`src/rtl/oitf_tracker_pkg.sv`:
```
// ----------------------------------------------------------------------------
// oitf_tracker_pkg
// Shared constants for the outstanding-instruction-track FIFO (OITF).
//   OitfDepth       : default number of outstanding-write entries
//   RegAddrBusWidth : default register-index width
//   OitfWidth       : pointer width for the default depth (index + wrap bit)
// ----------------------------------------------------------------------------
package oitf_tracker_pkg;

    localparam int OitfDepth       = 4;
    localparam int RegAddrBusWidth = 5;
    localparam int OitfWidth       = $clog2(OitfDepth) + 1;

endpackage

```
`src/rtl/gnrl_dfflr.sv`:
```
// ----------------------------------------------------------------------------
// gnrl_dfflr
// Generic load-enable flop with asynchronous active-low reset to zero.
//   clk   : clock, rising edge
//   rst_n : asynchronous active-low reset
//   lden  : load enable
//   dnxt  : next value
//   qout  : registered value
// ----------------------------------------------------------------------------
module gnrl_dfflr #(
    parameter int DW = 1
) (
    input  logic          clk,
    input  logic          rst_n,
    input  logic          lden,
    input  logic [DW-1:0] dnxt,
    output logic [DW-1:0] qout
);

    logic [DW-1:0] r_q;

    always_ff @(posedge clk or negedge rst_n) begin
        if (!rst_n) begin
            r_q <= '0;
        end else if (lden) begin
            r_q <= dnxt;
        end
    end

    assign qout = r_q;

endmodule

```
`src/rtl/oitf_tracker_entry.sv`:
```
// ----------------------------------------------------------------------------
// oitf_entry
// One OITF entry: valid bit, destination index and (with OITF_HILO_EN) the
// HI/LO write flags, plus its hazard compare against the current queries.
// Query enables are applied by the parent; outputs here are per-entry hits.
//   i_set / i_clr            : allocate into / retire this entry
//   i_rdidx, i_hi, i_lo      : fields captured on allocation
//   i_rs1idx/i_rs2idx/i_rdq  : query indices
//   o_rdidx                  : stored destination index
//   o_m_*                    : per-entry hit (valid and matching)
// Macro OITF_HILO_EN: store hi/lo flags; otherwise o_m_hi/o_m_lo are 0.
// ----------------------------------------------------------------------------
module oitf_entry #(
    parameter int ADDR_W = 5
) (
    input  logic              clk,
    input  logic              rst_n,
    input  logic              i_set,
    input  logic              i_clr,
    input  logic [ADDR_W-1:0] i_rdidx,
    input  logic              i_hi,
    input  logic              i_lo,
    input  logic [ADDR_W-1:0] i_rs1idx,
    input  logic [ADDR_W-1:0] i_rs2idx,
    input  logic [ADDR_W-1:0] i_rdq,
    output logic [ADDR_W-1:0] o_rdidx,
    output logic              o_m_rs1,
    output logic              o_m_rs2,
    output logic              o_m_rd,
    output logic              o_m_hi,
    output logic              o_m_lo
);

    logic              w_vld;
    logic [ADDR_W-1:0] w_rdidx;

    // set and clr never coincide on one entry: that needs full and empty at once
    gnrl_dfflr #(.DW(1)) u_vld (
        .clk(clk), .rst_n(rst_n), .lden(i_set | i_clr), .dnxt(i_set), .qout(w_vld)
    );

    gnrl_dfflr #(.DW(ADDR_W)) u_rdidx (
        .clk(clk), .rst_n(rst_n), .lden(i_set), .dnxt(i_rdidx), .qout(w_rdidx)
    );

`ifdef OITF_HILO_EN
    logic [1:0] w_hilo;

    gnrl_dfflr #(.DW(2)) u_hilo (
        .clk(clk), .rst_n(rst_n), .lden(i_set), .dnxt({i_hi, i_lo}), .qout(w_hilo)
    );

    assign o_m_hi = w_vld & w_hilo[1];
    assign o_m_lo = w_vld & w_hilo[0];
`else
    logic w_unused_hilo;
    assign w_unused_hilo = i_hi ^ i_lo;
    assign o_m_hi = 1'b0;
    assign o_m_lo = 1'b0;
`endif

    assign o_rdidx = w_rdidx;
    assign o_m_rs1 = w_vld & (w_rdidx == i_rs1idx);
    assign o_m_rs2 = w_vld & (w_rdidx == i_rs2idx);
    assign o_m_rd  = w_vld & (w_rdidx == i_rdq);

endmodule

```
`src/rtl/oitf_tracker.sv`:
```
// ----------------------------------------------------------------------------
// oitf_tracker
// Outstanding-instruction-track FIFO for long-latency register writes.
// Entries are allocated in issue order and retired oldest-first; operand and
// destination queries report a hazard against any valid entry.
//   alc_vld/alc_rdidx/alc_hi/alc_lo : allocate request and fields
//   ret_vld                         : retire the oldest entry
//   rs1_en/rs1idx, rs2_en/rs2idx, rd_en/rdidx, readenhi, readenlo : queries
//   match_rs1/rs2/rd/hi/lo          : hazard outputs (from registered state)
//   full, empty, count, ret_rdidx   : occupancy and oldest destination index
// Macro OITF_HILO_EN: enables HI/LO tracking; otherwise match_hi/lo are 0.
// ----------------------------------------------------------------------------
module oitf_tracker
    import oitf_tracker_pkg::*;
#(
    parameter int DEPTH  = OitfDepth,
    parameter int ADDR_W = RegAddrBusWidth
) (
    input  logic                  clk,
    input  logic                  rst_n,
    input  logic                  alc_vld,
    input  logic [ADDR_W-1:0]     alc_rdidx,
    input  logic                  alc_hi,
    input  logic                  alc_lo,
    input  logic                  ret_vld,
    input  logic                  rs1_en,
    input  logic [ADDR_W-1:0]     rs1idx,
    input  logic                  rs2_en,
    input  logic [ADDR_W-1:0]     rs2idx,
    input  logic                  rd_en,
    input  logic [ADDR_W-1:0]     rdidx,
    input  logic                  readenhi,
    input  logic                  readenlo,
    output logic                  match_rs1,
    output logic                  match_rs2,
    output logic                  match_rd,
    output logic                  match_hi,
    output logic                  match_lo,
    output logic                  full,
    output logic                  empty,
    output logic [$clog2(DEPTH):0] count,
    output logic [ADDR_W-1:0]     ret_rdidx
);

    localparam int IDX_W = $clog2(DEPTH);
    localparam int PTR_W = IDX_W + 1;

    logic [PTR_W-1:0]  w_alc_ptr;
    logic [PTR_W-1:0]  w_ret_ptr;
    logic              w_alc_ok;
    logic              w_ret_ok;
    logic [DEPTH-1:0]  w_m_rs1, w_m_rs2, w_m_rd, w_m_hi, w_m_lo;
    logic [ADDR_W-1:0] w_ent_rdidx [DEPTH];

    assign empty = (w_alc_ptr == w_ret_ptr);
    assign full  = (w_alc_ptr[IDX_W-1:0] == w_ret_ptr[IDX_W-1:0]) &&
                   (w_alc_ptr[PTR_W-1]   != w_ret_ptr[PTR_W-1]);
    assign count = w_alc_ptr - w_ret_ptr;

    // Refusing allocation while full also covers full+alloc+retire: retire only.
    assign w_alc_ok = alc_vld & ~full;
    assign w_ret_ok = ret_vld & ~empty;

    gnrl_dfflr #(.DW(PTR_W)) u_alc_ptr (
        .clk(clk), .rst_n(rst_n), .lden(w_alc_ok),
        .dnxt(w_alc_ptr + PTR_W'(1)), .qout(w_alc_ptr)
    );

    gnrl_dfflr #(.DW(PTR_W)) u_ret_ptr (
        .clk(clk), .rst_n(rst_n), .lden(w_ret_ok),
        .dnxt(w_ret_ptr + PTR_W'(1)), .qout(w_ret_ptr)
    );

    for (genvar i = 0; i < DEPTH; i++) begin : g_ent
        oitf_entry #(.ADDR_W(ADDR_W)) u_ent (
            .clk      (clk),
            .rst_n    (rst_n),
            .i_set    (w_alc_ok & (w_alc_ptr[IDX_W-1:0] == IDX_W'(i))),
            .i_clr    (w_ret_ok & (w_ret_ptr[IDX_W-1:0] == IDX_W'(i))),
            .i_rdidx  (alc_rdidx),
            .i_hi     (alc_hi),
            .i_lo     (alc_lo),
            .i_rs1idx (rs1idx),
            .i_rs2idx (rs2idx),
            .i_rdq    (rdidx),
            .o_rdidx  (w_ent_rdidx[i]),
            .o_m_rs1  (w_m_rs1[i]),
            .o_m_rs2  (w_m_rs2[i]),
            .o_m_rd   (w_m_rd[i]),
            .o_m_hi   (w_m_hi[i]),
            .o_m_lo   (w_m_lo[i])
        );
    end

    assign ret_rdidx = empty ? '0 : w_ent_rdidx[w_ret_ptr[IDX_W-1:0]];

    assign match_rs1 = rs1_en & (|w_m_rs1);
    assign match_rs2 = rs2_en & (|w_m_rs2);
    assign match_rd  = rd_en  & (|w_m_rd);

`ifdef OITF_HILO_EN
    assign match_hi = readenhi & (|w_m_hi);
    assign match_lo = readenlo & (|w_m_lo);
`else
    logic w_unused_hilo;
    assign w_unused_hilo = ^{readenhi, readenlo, w_m_hi, w_m_lo};
    assign match_hi = 1'b0;
    assign match_lo = 1'b0;
`endif

endmodule

```
`config.mk`:
```
export PLATFORM = sky130hd
export DESIGN_NAME = oitf_tracker
export DESIGN_NICKNAME = d
export VERILOG_FILES = /design/src/rtl/oitf_tracker_pkg.sv /design/src/rtl/gnrl_dfflr.sv /design/src/rtl/oitf_tracker_entry.sv /design/src/rtl/oitf_tracker.sv
export SDC_FILE = /design/constraint.sdc
export NUM_CORES = 1
export LEC_CHECK = 0
export BUFFER_PORTS_ARGS = -buffer_cell sky130_fd_sc_hd__buf_2
export CAP_MARGIN = 20
export CORE_UTILIZATION = 52
export CTS_BUF_LIST = sky130_fd_sc_hd__clkbuf_8
export DETAILED_ROUTE_END_ITERATION = 8
export MAX_ROUTING_LAYER = met4
export PLACE_DENSITY = 0.85
export SLEW_MARGIN = 25
export SYNTH_ARGS = -nofsm -noshare
export SYNTH_HDL_FRONTEND = slang
export SYNTH_SLANG_ARGS = --single-unit
```
`constraint.sdc`:
```
create_clock -name clk -period 1.78 [get_ports clk]
set_input_delay 0.356 -clock clk [delete_from_list [all_inputs] [get_ports clk]]
set_output_delay 0.356 -clock clk [all_outputs]
set_load 0.005 [all_outputs]
```
==> reports/qor_table.md <==
| Group | Metric | Value |
|---|---|---|
| clock network | H-tree levels | 2 |
| global routing | Vias in the first global route | 1947 |
| power and ir drop | Total power density per cell area | 2030 mW/mm^2 |
| critical path | Worst path required time | 1.42 ns |
| critical path | Worst reg2reg path startpoint | u_ret_ptr.qout[1]$_DFFE_PN0P_ |
| global routing | Global-route wire length before repair | 9.36 mm |
| logic synthesis | Top area cells in the synthesized netlist | dfrtp_1 32%, xor2_1 19%, mux2_4 13% |
| power and ir drop | Max IR drop VDD | 1.56 mV |
| clock network | Clock Latency Late Sink | 0.28 ns |
| logic synthesis | Yosys top cell by area | dfrtp_1 |
| final layout | Highest-count cells in the layout ignoring fill and taps | 49 x xor2_1, 37 x buf_2, 33 x buf_4 |
| clock network | Clock tree from TritonCTS | built |
| critical path | Maximum fanout count along the critical path | 3 |
| critical path | Nature of the critical path endpoint | output pin |
| final layout | Total area of multi-input combinational cells | 0.00160 sq mm |
| power and ir drop | Total power consumption of the routed design | 6.43 mW |
| die | Die width | 68.7 um |
| logic synthesis | Register bit count reported by yosys | 30 |
| logic synthesis | Xor-xnor portion of the synthesized cell area | 25.3% |
| global routing | Global router's overall resource usage | 29.6% |
| power and ir drop | Leak pwr | 1.52 nW |
| timing | Part of the cycle the worst path needs | 117% |
| clock network | Number of buffers on the longest clock path | 2 |
| drt | Wirelength, routed | 6.16 mm |
| drt | Iteration count of the initial detailed-routing pass | 4 |
| drt | Average routed wire per standard cell | 18.1 um |
| logic synthesis | Part of the Yosys area used for sequential elements | 32.5% |
| logic synthesis | Yosys warning total | 0 |
| timing | Post-Route Hold Slack | 0.0992 ns |
| drt | Antenna viol nets, final | 0 |
| clock network | Number of buffers added to fix hold violations after cts | 0 |
| die | Site row count | 23 |
| final layout | Count of non-filler cells in the finished layout | 340 |
| place | Setup slack after placement | -0.0382 ns |
| timing | Total of endpoints with negative setup slack in the final report | 10 |
| run status | Outcome | finished, violations left |
| timing | Worst setup margin | -0.294 ns |
| logic synthesis | Fraction of synthesized cell area taken by the top area cell type | 32.5% |
| global routing | Largest net degree at the start of global routing | 31 |
| place | Placed Cells | 313 |
| power and ir drop | Part of the power in registers | 26.1% |
| timing | Unrepaired setup endpoints after global routing | yes |
| logic synthesis | Synthesized-area fraction occupied by adder cells | 6.28% |
| run | Max-cap violations | 0 |
| drt | Total number of vias | 1882 |
| place | Area after detailed placement | 0.00273 sq mm |
| logic synthesis | Gate Count Post-Synth | 204 |
| power and ir drop | Switching portion of total power | 40.3% |
| global routing | Sum of overflow across all layers after global routing | 0 |
| critical path | Cell-by-cell trace of the critical path | buf_4 > xor2_1 > nor4_1 > nand3_1 > a41oi_2 > buf_2 |
| final layout | Layout cells sized above 1 | 53.4% |
| final layout | Final nets | 331 |
| critical path | Launching element type of the critical path | flop |
| logic synthesis | Area of the mapped netlist | 0.00231 sq mm |
| die | Starting utilization of the core area | 55.8% |
| timing | Setup tns final | -1.87 ns |
| place | Count of input and output buffers | 39 |
| timing | Pins over their slew limit | 0 |
| critical path | End of the worst register-to-register path | g_ent[0].u_ent.u_rdidx.qout[0]$_DFFE_PN0P_ |
| power and ir drop | Power dissipated by switching net loads | 2.59 mW |
| clock network | Clock transition at the registers of the reported paths | 0.06 ns |
| clock network | Root buffer selected by CTS | clkbuf_8 |
| timing | Achievable clock frequency | 482 MHz |
| final layout | Number of filler cells placed in the layout | 265 |
| final layout | Area of all placed cells without fillers | 0.00316 sq mm |
| logic synthesis | Largest family of logic cells by synthesized area | XOR/XNOR gates |
| global routing | Initial antenna violation count | 0 |
| logic synthesis | Unique cell type count in the Yosys netlist | 24 |
| critical path | Crit path max-delay cell type | dfrtp_2 |
| clock network | Total clock buffers created by CTS | 5 |
| final layout | Final core utilization | 76.2% |
| timing | Minimum clock period | 2.07 ns |
| die | Die Height | 68.7 um |
| drt | DRC violations left | 0 |
| power and ir drop | Clk network pwr share | 8.6% |
| timing | Setup Skew | 0.00595 ns |
| place | Gp weighted congestion | 0.920 |
| power and ir drop | Proportion of power drawn by combinational gates | 65.3% |
| logic synthesis | Multiplexer share of the synthesized area | 18.3% |
| die | Top-Level Pins | 46 |
| final layout | Area taken by flip-flops and latches | 774 sq um |
| final layout | Most common cell after layout, fill and taps aside | xor2_1 |
| critical path | Kind of critical path | flop to output pin |
| run status | Failing checks | negative setup slack |
| timing | Transition time at the pin with the least slew margin | 0.660 ns |
| die | Die area | 0.00472 sq mm |
| logic synthesis | Share of synthesized cell area in and, or, nand and nor gates | 10.7% |
| timing | Worst slew margin relative to its limit | 56.0% |
| critical path | Critical Path AT | 1.72 ns |
| logic synthesis | Synth Area in Compound Gates | 3.46% |
| die | Std-Cell Core Area | 0.00414 sq mm |
| place | Detail Placement HPWL | 4.14 mm |
| drt | First DRT Iteration DRCs | 90 |
| worst hold path | Worst hold-check path type | input port to asynchronous set/reset pin |
| final layout | Area growth syn-to-layout | 36.6% |
| critical path | FF-to-FF path depth | 7 |
| drt | Average vias per placed instance | 5.54 |
| clock network | Sinks on Clock Net | 30 |
| logic synthesis | Average cell area after synthesis | 11.3 sq um |
| critical path | R2R Setup Slk | 0.06 ns |
| critical path | Worst stage delay on the critical path | 0.42 ns |
| timing | Number of failing hold endpoints at the final stage | 0 |
| power and ir drop | Cell Int Power | 3.84 mW |
| final layout | Count of antenna diodes in the layout | 0 |
## metal layers
layer  GRT usage (%)  vias to the layer above  routed length [um]
li1                -                      858                   -
met1            32.7                      915                2470
met2            50.6                       84                3130
met3            5.59                       25                 343
met4            15.1                        0                 219
met5               -                        -                   0
## power groups by stage
stage,logic (mW),clock network [mW],registers (mW)
floorplan,2.09,0,1.50
global placement,3.11,0,1.63
detailed placement,3.22,0,1.64
CTS,3.82,0.558,1.67
global route,4.49,0.588,1.72
finish,4.20,0.551,1.68
## final cells by class
type | instances | share of cell area [%]
Clock buffer | 6 | 2.61
Clock inverter | 2 | 0.277
Inverter | 13 | 1.62
Multi-Input combinational cell | 157 | 50.7
Sequential cell | 30 | 24.5
Tap cell | 50 | 1.98
Timing Repair Buffer | 82 | 18.3
## cell usage after synthesis
cell type	instances
a31oi_4	1
a41oi_1	3
buf_4	2
clkbuf_1	3
conb_1	1
dfrtp_1	30
fa_1	1
ha_1	10
inv_1	13
mux2_2	1
mux2_4	20
mux4_2	5
nand2_1	7
nand2_4	4
nand3_1	12
nor2_1	1
nor2b_1	6
nor4_1	12
o211ai_1	1
o21ai_0	4
o21ai_1	1
xnor2_1	16
xor2_1	49
xor2_2	1
## how the worst max path moves through the flow
stage | endpoint | slack, ns | from
2_1_floorplan | g_ent[3].u_ent.u_rdidx.qout[0]$_DFFE_PN0P_ | 0.02 | u_ret_ptr.qout[1]$_DFFE_PN0P_
3_5_place_dp | match_rs1 | -0.04 | rs1idx[3]
5_1_grt | match_rs1 | -0.36 | g_ent[2].u_ent.u_rdidx.qout[3]$_DFFE_PN0P_
3_3_place_gp | match_rs1 | -0.04 | rs1idx[3]
6_report | match_rs1 | -0.29 | g_ent[2].u_ent.u_rdidx.qout[3]$_DFFE_PN0P_
4_1_cts | match_rs1 | -0.22 | g_ent[3].u_ent.u_rdidx.qout[3]$_DFFE_PN0P_
## flip-flops by register name (all words and copies together) (netlist names)
register	count
g_ent.u_ent.u_rdidx.qout	20
u_ret_ptr.qout	3
g_ent.u_ent.u_vld.qout	4
u_alc_ptr.qout	3
## logic make-up after synthesis
kind of cell,count (synthesis)
compound gates,10
xor+xnor,66
fa+ha+maj,11
buf+inv,18
flops,30
mux,26
other cells,1
simple gates,42
## repair_timing
action	4_1_cts	5_1_grt
resized for setup	37	14
setup endpoints to repair	26	14
cloned	0	0
pin swaps	12	8
buffers inserted	15	5
## critical path, delay by kind of cell (launching register included)
family                    cells  cell delay [ns]
buffers and inverters         2             0.29
AOI/OAI and AO/OA             1             0.17
DFF                           1             0.42
xor gates and xnor gates      1             0.16
and+or+nand+nor               2             0.40
Note: power is estimated with default switching activity, not from simulation.
